**config.mk**
```make
export PLATFORM = sky130hd
export DESIGN_NAME = trans_sched
export DESIGN_NICKNAME = d
export VERILOG_FILES = /design/src/rtl/trans_sched.sv
export SDC_FILE = /design/constraint.sdc
export NUM_CORES = 1
export LEC_CHECK = 0
export ABC_CLOCK_PERIOD_IN_PS = 3500
export CAP_MARGIN = 0
export CORE_MARGIN = 2
export CORE_UTILIZATION = 60
export CTS_BUF_LIST = sky130_fd_sc_hd__clkbuf_2
export CTS_CLUSTER_SIZE = 10
export DETAILED_ROUTE_END_ITERATION = 7
export DONT_BUFFER_PORTS = 1
export GPL_ROUTABILITY_DRIVEN = 0
export HOLD_SLACK_MARGIN = 0.08
export PLACE_DENSITY = 0.82
export SLEW_MARGIN = 20
export SYNTH_ARGS = -nofsm -noshare
export SYNTH_HDL_FRONTEND = slang
export SYNTH_HIERARCHICAL = 1
export SYNTH_SLANG_ARGS = --single-unit
```
**constraint.sdc**
```tcl
create_clock -name CLK -period 3.5 [get_ports CLK]
set_input_delay 0.35 -clock CLK [delete_from_list [all_inputs] [get_ports CLK]]
set_output_delay 0.35 -clock CLK [all_outputs]
set_load 0.01 [all_outputs]
```
**src/rtl/trans_sched.sv**
```systemverilog
// Transfer sequencer for the 8-port, two-lane crossbar: one burst FSM per lane
// driving isel, with osel trailing by one cycle to match the crossbar fan stage.
module trans_sched_lane (
    input  logic       clk_i,
    input  logic       rst_i,
    input  logic       start_i,
    input  logic [2:0] src_i,
    input  logic [7:0] dst_i,
    input  logic [7:0] len_i,
    output logic [7:0] isel_o,
    output logic [7:0] omask_d_o,
    output logic [7:0] dst_active_o,
    output logic       busy_o,
    output logic       done_o
);
    typedef enum logic [1:0] {IDLE, FETCH, DRAIN} state_e;

    state_e     state_q, state_d;
    logic [7:0] cnt_q, cnt_d;
    logic [7:0] dst_q, dst_d;
    logic [2:0] src_q, src_d;
    logic [7:0] isel_q, isel_d;
    logic       busy_q, busy_d;
    logic       done_q, done_d;

    always_comb begin
        state_d = state_q;
        cnt_d   = cnt_q;
        src_d   = src_q;
        dst_d   = dst_q;
        case (state_q)
            IDLE: begin
                if (start_i) begin
                    state_d = FETCH;
                    cnt_d   = len_i;
                    src_d   = src_i;
                    dst_d   = dst_i;
                end
            end
            FETCH: begin
                if (cnt_q == 8'd0) state_d = DRAIN;
                else               cnt_d   = cnt_q - 8'd1;
            end
            DRAIN:   state_d = IDLE;
            default: state_d = IDLE;
        endcase
        isel_d = (state_d == FETCH) ? (8'd1 << src_d) : 8'd0;
        busy_d = (state_d != IDLE);
        done_d = (state_d == DRAIN);
        // Every FETCH cycle's word gets its osel one cycle later.
        omask_d_o = (state_q == FETCH && !rst_i) ? dst_q : 8'd0;
    end

    always_ff @(posedge clk_i) begin
        if (rst_i) begin
            state_q <= IDLE;
            cnt_q   <= 8'd0;
            src_q   <= 3'd0;
            dst_q   <= 8'd0;
            isel_q  <= 8'd0;
            busy_q  <= 1'b0;
            done_q  <= 1'b0;
        end else begin
            state_q <= state_d;
            cnt_q   <= cnt_d;
            src_q   <= src_d;
            dst_q   <= dst_d;
            isel_q  <= isel_d;
            busy_q  <= busy_d;
            done_q  <= done_d;
        end
    end

    // The mask stays claimed through the lane's final osel (DRAIN) cycle.
    assign dst_active_o = busy_q ? dst_q : 8'd0;
    assign isel_o       = isel_q;
    assign busy_o       = busy_q;
    assign done_o       = done_q;
endmodule

module trans_sched (
    input  logic        CLK,
    input  logic        RST,
    input  logic        req_valid,
    output logic        req_ready,
    input  logic        req_lane,
    input  logic [2:0]  req_src,
    input  logic [7:0]  req_dst,
    input  logic [7:0]  req_len,
    output logic [15:0] isel,
    output logic [15:0] osel,
    output logic [1:0]  busy,
    output logic [1:0]  done
);
    logic [1:0][7:0] isel_l;
    logic [1:0][7:0] omask_d;
    logic [1:0][7:0] dst_act;
    logic [1:0]      start;
    logic [15:0]     osel_q, osel_d;

    assign req_ready = ~busy[req_lane] & ~RST & ((req_dst & dst_act[~req_lane]) == 8'd0);

    for (genvar l = 0; l < 2; l++) begin : g_lane
        assign start[l] = req_valid & req_ready & (req_lane == 1'(l));
        trans_sched_lane u_lane (
            .clk_i        (CLK),
            .rst_i        (RST),
            .start_i      (start[l]),
            .src_i        (req_src),
            .dst_i        (req_dst),
            .len_i        (req_len),
            .isel_o       (isel_l[l]),
            .omask_d_o    (omask_d[l]),
            .dst_active_o (dst_act[l]),
            .busy_o       (busy[l]),
            .done_o       (done[l])
        );
    end

    // Upper byte is the port mux: 1 selects lane 0, so only lane 0 drives it.
    assign osel_d = {omask_d[0], omask_d[0] | omask_d[1]};

    always_ff @(posedge CLK) begin
        if (RST) osel_q <= 16'd0;
        else     osel_q <= osel_d;
    end

    assign isel = isel_l;
    assign osel = osel_q;
endmodule

```
==> flow_summary.yaml, run 1 <==
global_route:
  antenna_found_initial: 0
  grt_first_pass_wirelength_mm: 12.8
  grt_pass1_vias: 2649
  globalRouteOverflowTotal: 0
  grt_max_degree: 61
  grt.total_usage: 0.257
pwr:
  p_seq_frac: 0.557
  report.power.total_mw: 1.69
  switching_share: 0.272
  p_comb_frac: 0.116
  p_int_mw: 1.23
  power_switching_uw: 461
  clkPwrFrac: 0.327
  p_per_area_mw_per_mm2: 446
  p_leak_nw: 1.45
  vdd_ir_drop_max_uv: 275
sta:
  slew_violations: 0
  fmax_mhz: 309
  worst_slew_pin_slew_ns: 0.865
  slew_headroom: 0.422
  setup_viol_count_final: 0
  final.period_utilization: 0.926
  holdWs_ns: 0.104
  finalCriticalPeriod_ns: 3.24
  finalClockSkew_ns: 0.0171
  hold_viol_final: 0
  setup_tns_ns: 0
  rsz0062_at_grt: "false"
synthesis:
  syn_nets: 438
  syn_avg_cell_area_um2: 8.44
  yosys_register_bits: 78
  syn_inst: 411
  synth_cell_types: 46
  synth_seq_area_share: 0.450
  synthTopCellsByArea: "dfxtp_1 (45%), nor2_1 (5.5%), a21oi_1 (5.5%)"
  yosysMostFrequentCell: "dfxtp_1"
  synth_top_area_frac: 0.450
  synth-edff-count: 0
  synthArstFlopShare: 0
  yosysTopAreaCell: "dfxtp_1"
  yosys_warnings: 6
  ys.flop_type: "dfxtp_1"
  yosys-top-cells-count: "dfxtp_1 (78), nor2_1 (51), nand2_1 (49), a21oi_1 (38), and3_1 (22)"
  netlist_area_mm2: 0.00347
clocking:
  cts_buffer_depth: 2
  cts_root_buffer: "clkbuf_2"
  cts_buffers: 9
  cts.clk_slew.worst_paths_ns: 0.22
  ctsResizeCount: 0
  cts_tree: "built"
  cts_sinks: 78
  clock_latency_ns: 0.51
  cts-htree-levels: 3
final_layout:
  fill_cells: 471
  design_area_mm2: 0.00380
  layout-drive-gt1-share: 0.0915
  fin_nets: 448
  antenna_cells: 0
  area_growth_syn_to_layout_pct: 9.60
  final_cells: 498
setup_path:
  r2r-start: "g_lane[1].u_lane/busy_o"
  startpoint_type: "flop"
  cpMaxStageDelayCell: "dlygate4sd3_1"
  crit_arrival_ns: 3.72
  worstSetupStartpoint: "g_lane[1].u_lane/busy_o"
  cp_data_required_time_ns: 3.98
  crit_chain: "and2_1, mux2_4, a22oi_2, nand2_2, nor4_1, nor3b_4, buf_4, nand2_1, a21oi_1, dlygate4sd3_1"
  critPathKind: "flop to flop"
  cp_max_fo: 11
  cp-end-kind: "flop"
  max_stage_delay_ns: 0.55
floorplan:
  fp-row-count: 27
  die_x_um: 80.0
  die_area_mm2: 0.00640
  chipHeight_um: 80.0
  core_mm2: 0.00554
  io_pins: 60
  initial_core_util: 0.626
outcome:
  outcome: "finished clean"
worst_hold_path:
  worstHoldPathType: "primary input to flop"
  hp-start: "req_len[1]"
detailed_routing:
  viasPerCell: 5.99
  routed_wl_mm: 7.77
  drtPass1Iterations: 5
  drc_errors: 0
  ant_nets: 0
  wl_per_cell_um: 15.6
  vias: 2982
  drt_iter0_markers: 204
placed_design:
  port_buffers: 0
  placed_area_mm2: 0.00347
  dp_cells: 465
  dp_hpwl_mm: 5.23
flow_run:
  maxCapViolCount: 0
[final cells by class]
| type | count | area, um^2 | share of cell area |
|---|---|---|---|
| clock buffers | 9 | 45.0 | 0.0119 |
| multi-input cells | 298 | 1750 | 0.460 |
| clock inverters | 7 | 97.6 | 0.0257 |
| inverters | 15 | 56.3 | 0.0148 |
| well taps | 72 | 90.1 | 0.0237 |
| repair buffers | 19 | 203 | 0.0533 |
| flip-flops and latches | 78 | 1560 | 0.411 |
[through the flow]
step | setup WS (ns) | util
6_report | 0.261 | 0.686
3_5_place_dp | 0.569 | 0.626
2_1_floorplan | 1.03 | -
5_1_grt | 0.133 | 0.686
4_1_cts | 0.279 | 0.686
3_3_place_gp | 0.708 | 0.626
[metal layers]
| metal | track usage | wire, um | vias up | share of wire |
|---|---|---|---|---|
| li1 | - | - | 1461 | - |
| met1 | 0.336 | 3310 | 1385 | 0.43 |
| met2 | 0.418 | 3720 | 121 | 0.48 |
| met3 | 0.0475 | 590 | 15 | 0.076 |
| met4 | 0.103 | 142 | 0 | 0.018 |
| met5 | 0 | 0 | - | 0 |
[power groups by stage]
stage / Clock [mW] / Sequential (mW) / Combinational (mW)
after floorplan: 0 / 0.954 / 0.148
after global placement: 0 / 0.960 / 0.159
after detailed placement: 0 / 0.961 / 0.162
after CTS: 0.563 / 0.943 / 0.195
after global routing: 0.604 / 0.949 / 0.221
final: 0.554 / 0.943 / 0.197
[placed cells by master, fill, tap and decap left out, types with 3 or more instances in the layout]
master	instances
dfxtp_1	78
dlygate4sd3_1	16
clkbuf_2	9
nand2_1	49
and3_1	22
nor2b_1	10
nor2_1	51
nor3b_1	4
ha_1	4
inv_1	15
nor4b_1	4
a21oi_1	38
nor3_1	8
mux2_2	5
nor4_1	6
nand2b_1	3
and2_1	20
a211oi_1	5
a31oi_1	8
a221oi_1	3
o21ai_0	15
[worst max-delay path: cells and delay by family, from the launching register on]
kind                   cells  cell delay (ns)
AND/OR/NAND/NOR            5             1.38
buffers and inverters      2             0.80
flip-flops                 1             0.45
AO/OA/AOI/OAI              2             0.31
multiplexers               1             0.27
[final timing paths]
kind	end	slack, ns	depth (start not counted)
max	g_lane[1].u_lane/dst_q[1]	0.26	10
min	g_lane[0].u_lane/cnt_q[1]	0.10	2
max reg2reg	g_lane[1].u_lane/dst_q[1]	0.26	10
min reg2reg	g_lane[0].u_lane/dst_q[3]	0.48	2
[state kept, by name, summed over array words and instances, names as in the netlist]
name / count
g_lane.u_lane/done_o: 2
g_lane.u_lane/cnt_q: 16
g_lane.u_lane/isel_o: 16
g_lane.u_lane/dst_q: 16
g_lane.u_lane/src_q: 6
g_lane.u_lane/state_q: 4
osel: 16
g_lane.u_lane/busy_o: 2
[kinds of logic after synthesis]
group | Yosys count | synth area share
muxes | 8 | 0.0263
AOI/OAI and AO/OA | 94 | 0.172
adders and majority gates | 4 | 0.0144
and+or+nand+nor | 192 | 0.291
buffers and inverters | 35 | 0.0458
DFF | 78 | 0.450
[what timing repair did]
action	in CTS	in global routing
buffers inserted	0	0
hold buffers	17	0
hold endpoints to repair	72	0
No activity file was read; power rests on OpenSTA's default activity.
==> inputs of run 2 (changes only) <==
MAX_ROUTING_LAYER = met4   (was not set)
==> run 2 against run 1 <==
Compared with the run above: sequential share of layout area unchanged; via count is 0.40% lower; non-clock buffer count unchanged; highest routed layer unchanged; register-to-register slack got worse by 0.02 ns; total power about the same; routed wire length is essentially flat; combinational power hardly changed; sequential cell count unchanged; final area stayed put; clock-buffer cell count did not move; critical path type unchanged; sequential power about the same; maximum frequency shrank 0.48%.
==> flow_summary.yaml, run 2 (same netlist as run 1, synthesis figures left out) <==
detailed_routing:
  drc_errors: 0
  drt_iter0_markers: 223
  viasPerCell: 5.96
  vias: 2970
  drtPass1Iterations: 5
  routed_wl_mm: 7.77
  ant_nets: 0
  wl_per_cell_um: 15.6
setup_path:
  crit_end: "g_lane[1].u_lane/dst_q[1]"
  worstSetupStartpoint: "g_lane[1].u_lane/busy_o"
  cp-end-kind: "flop"
  r2r_cells: 10
  max_stage_delay_ns: 0.55
  cp_max_fo: 11
  critPathKind: "flop to flop"
  cpMaxStageDelayCell: "dlygate4sd3_1"
  crit_chain: "and2_1, mux2_4, a22oi_2, nand2_2, nor4_1, nor3b_4, buf_4, nand2_1, a21oi_1, dlygate4sd3_1"
  startpoint_type: "flop"
  cp_data_required_time_ns: 3.97
  crit_arrival_ns: 3.73
  r2r-start: "g_lane[1].u_lane/busy_o"
  r2r_setup_slack_ns: 0.25
  r2r_end: "g_lane[1].u_lane/dst_q[1]"
placed_design:
  dp_hpwl_mm: 5.23
  port_buffers: 0
  dp_slack_ns: 0.569
final_layout:
  layout_commonest_cell: "dfxtp_1"
  layout-drive-gt1-share: 0.0915
  fin_nets: 448
  area_growth_syn_to_layout_pct: 9.60
  mostFrequentLayoutCells: "dfxtp_1 (78), nor2_1 (51), nand2_1 (49)"
  antenna_cells: 0
  fill_cells: 471
sta:
  finalClockSkew_ns: 0.0125
  setup_ws_ns: 0.245
  holdWs_ns: 0.110
  finalCriticalPeriod_ns: 3.25
  fmax_mhz: 307
  slew_violations: 0
  hold_viol_final: 0
  rsz0062_at_grt: "false"
  worst_slew_pin_slew_ns: 0.841
  final.period_utilization: 0.930
  setup_viol_count_final: 0
  slew_headroom: 0.438
  setup_tns_ns: 0
floorplan:
  die_area_mm2: 0.00640
  die_x_um: 80.0
  chipHeight_um: 80.0
  io_pins: 60
  fp-row-count: 27
  initial_core_util: 0.626
  core_mm2: 0.00554
global_route:
  grt.total_usage: 0.264
  antenna_found_initial: 0
  globalRouteOverflowTotal: 0
  grt_max_degree: 61
  grt_pass1_vias: 2648
  grt_first_pass_wirelength_mm: 12.8
flow_run:
  maxCapViolCount: 0
clocking:
  cts.clk_slew.worst_paths_ns: 0.21
  postCtsSetupBuffers: 0
  cts_root_buffer: "clkbuf_2"
  cts-htree-levels: 3
  cts_tree: "built"
  cts_buffer_depth: 2
  cts_sinks: 78
  clock_latency_ns: 0.50
  cts_buffers: 9
pwr:
  report.power.total_mw: 1.69
  vdd_ir_drop_max_uv: 275
  p_per_area_mw_per_mm2: 446
  p_leak_nw: 1.45
worst_hold_path:
  worstHoldPathType: "primary input to flop"
outcome:
  outcome: "finished clean"
run 2: cell counts in the layout (fill, tap and decap cells not counted):
No cell type changed its count.
run 2: area by class of cell:
type,instances,area [um^2],area share
multi-input combinational,298,1750,0.460
sequential,78,1560,0.411
timing repair buffer,19,203,0.0533
clock inverter,7,97.6,0.0257
tap,72,90.1,0.0237
inverter,15,56.3,0.0148
clock buffer,9,45.0,0.0119
run 2: worst min path at each step:
| stage | end | start | cells past startpoint |
|---|---|---|---|
| final | g_lane[0].u_lane/cnt_q[1] | req_len[1] | 2 |
| after global routing | g_lane[1].u_lane/cnt_q[1] | req_len[1] | 2 |
| after CTS | g_lane[0].u_lane/cnt_q[1] | req_len[1] | 2 |
| after detailed placement | g_lane[0].u_lane/cnt_q[5] | RST | 1 |
| after global placement | g_lane[1].u_lane/dst_q[1] | RST | 1 |
| after floorplan | osel[10] | RST | 1 |
run 2: per-stage QoR:
step	util	instances	cell area, um^2
global placement	0.626	465	3470
CTS	0.686	498	3800
detailed placement	0.626	465	3470
global route	0.686	498	3800
finish	0.686	498	3800
floorplan	-	411	3470
run 2: power breakdown:
part           total (mW)  internal, mW  switching, mW
Sequential          0.944         0.915         0.0283
Clock               0.554         0.238          0.316
Combinational       0.197        0.0797          0.117
Total                1.69          1.23          0.461
run 2: per-layer routing:
metal  GRT usage  vias up  wire [um]
li1            -     1460          -
met1       0.336     1398       3420
met2       0.418      101       3780
met3      0.0464       11        456
met4       0.103        0        111
met5           -        -          0
run 2: critical path: cells and delay by family, from the launching register on:
family	cells	cell delay [ns]
compound gates	2	0.31
buf+inv	2	0.80
flops	1	0.46
mux	1	0.27
simple gates	5	1.38
run 2: repair_timing:
item / CTS / global route
resized for setup: 0 / 0
hold buffers: 17 / 0
hold endpoints to repair: 72 / 0
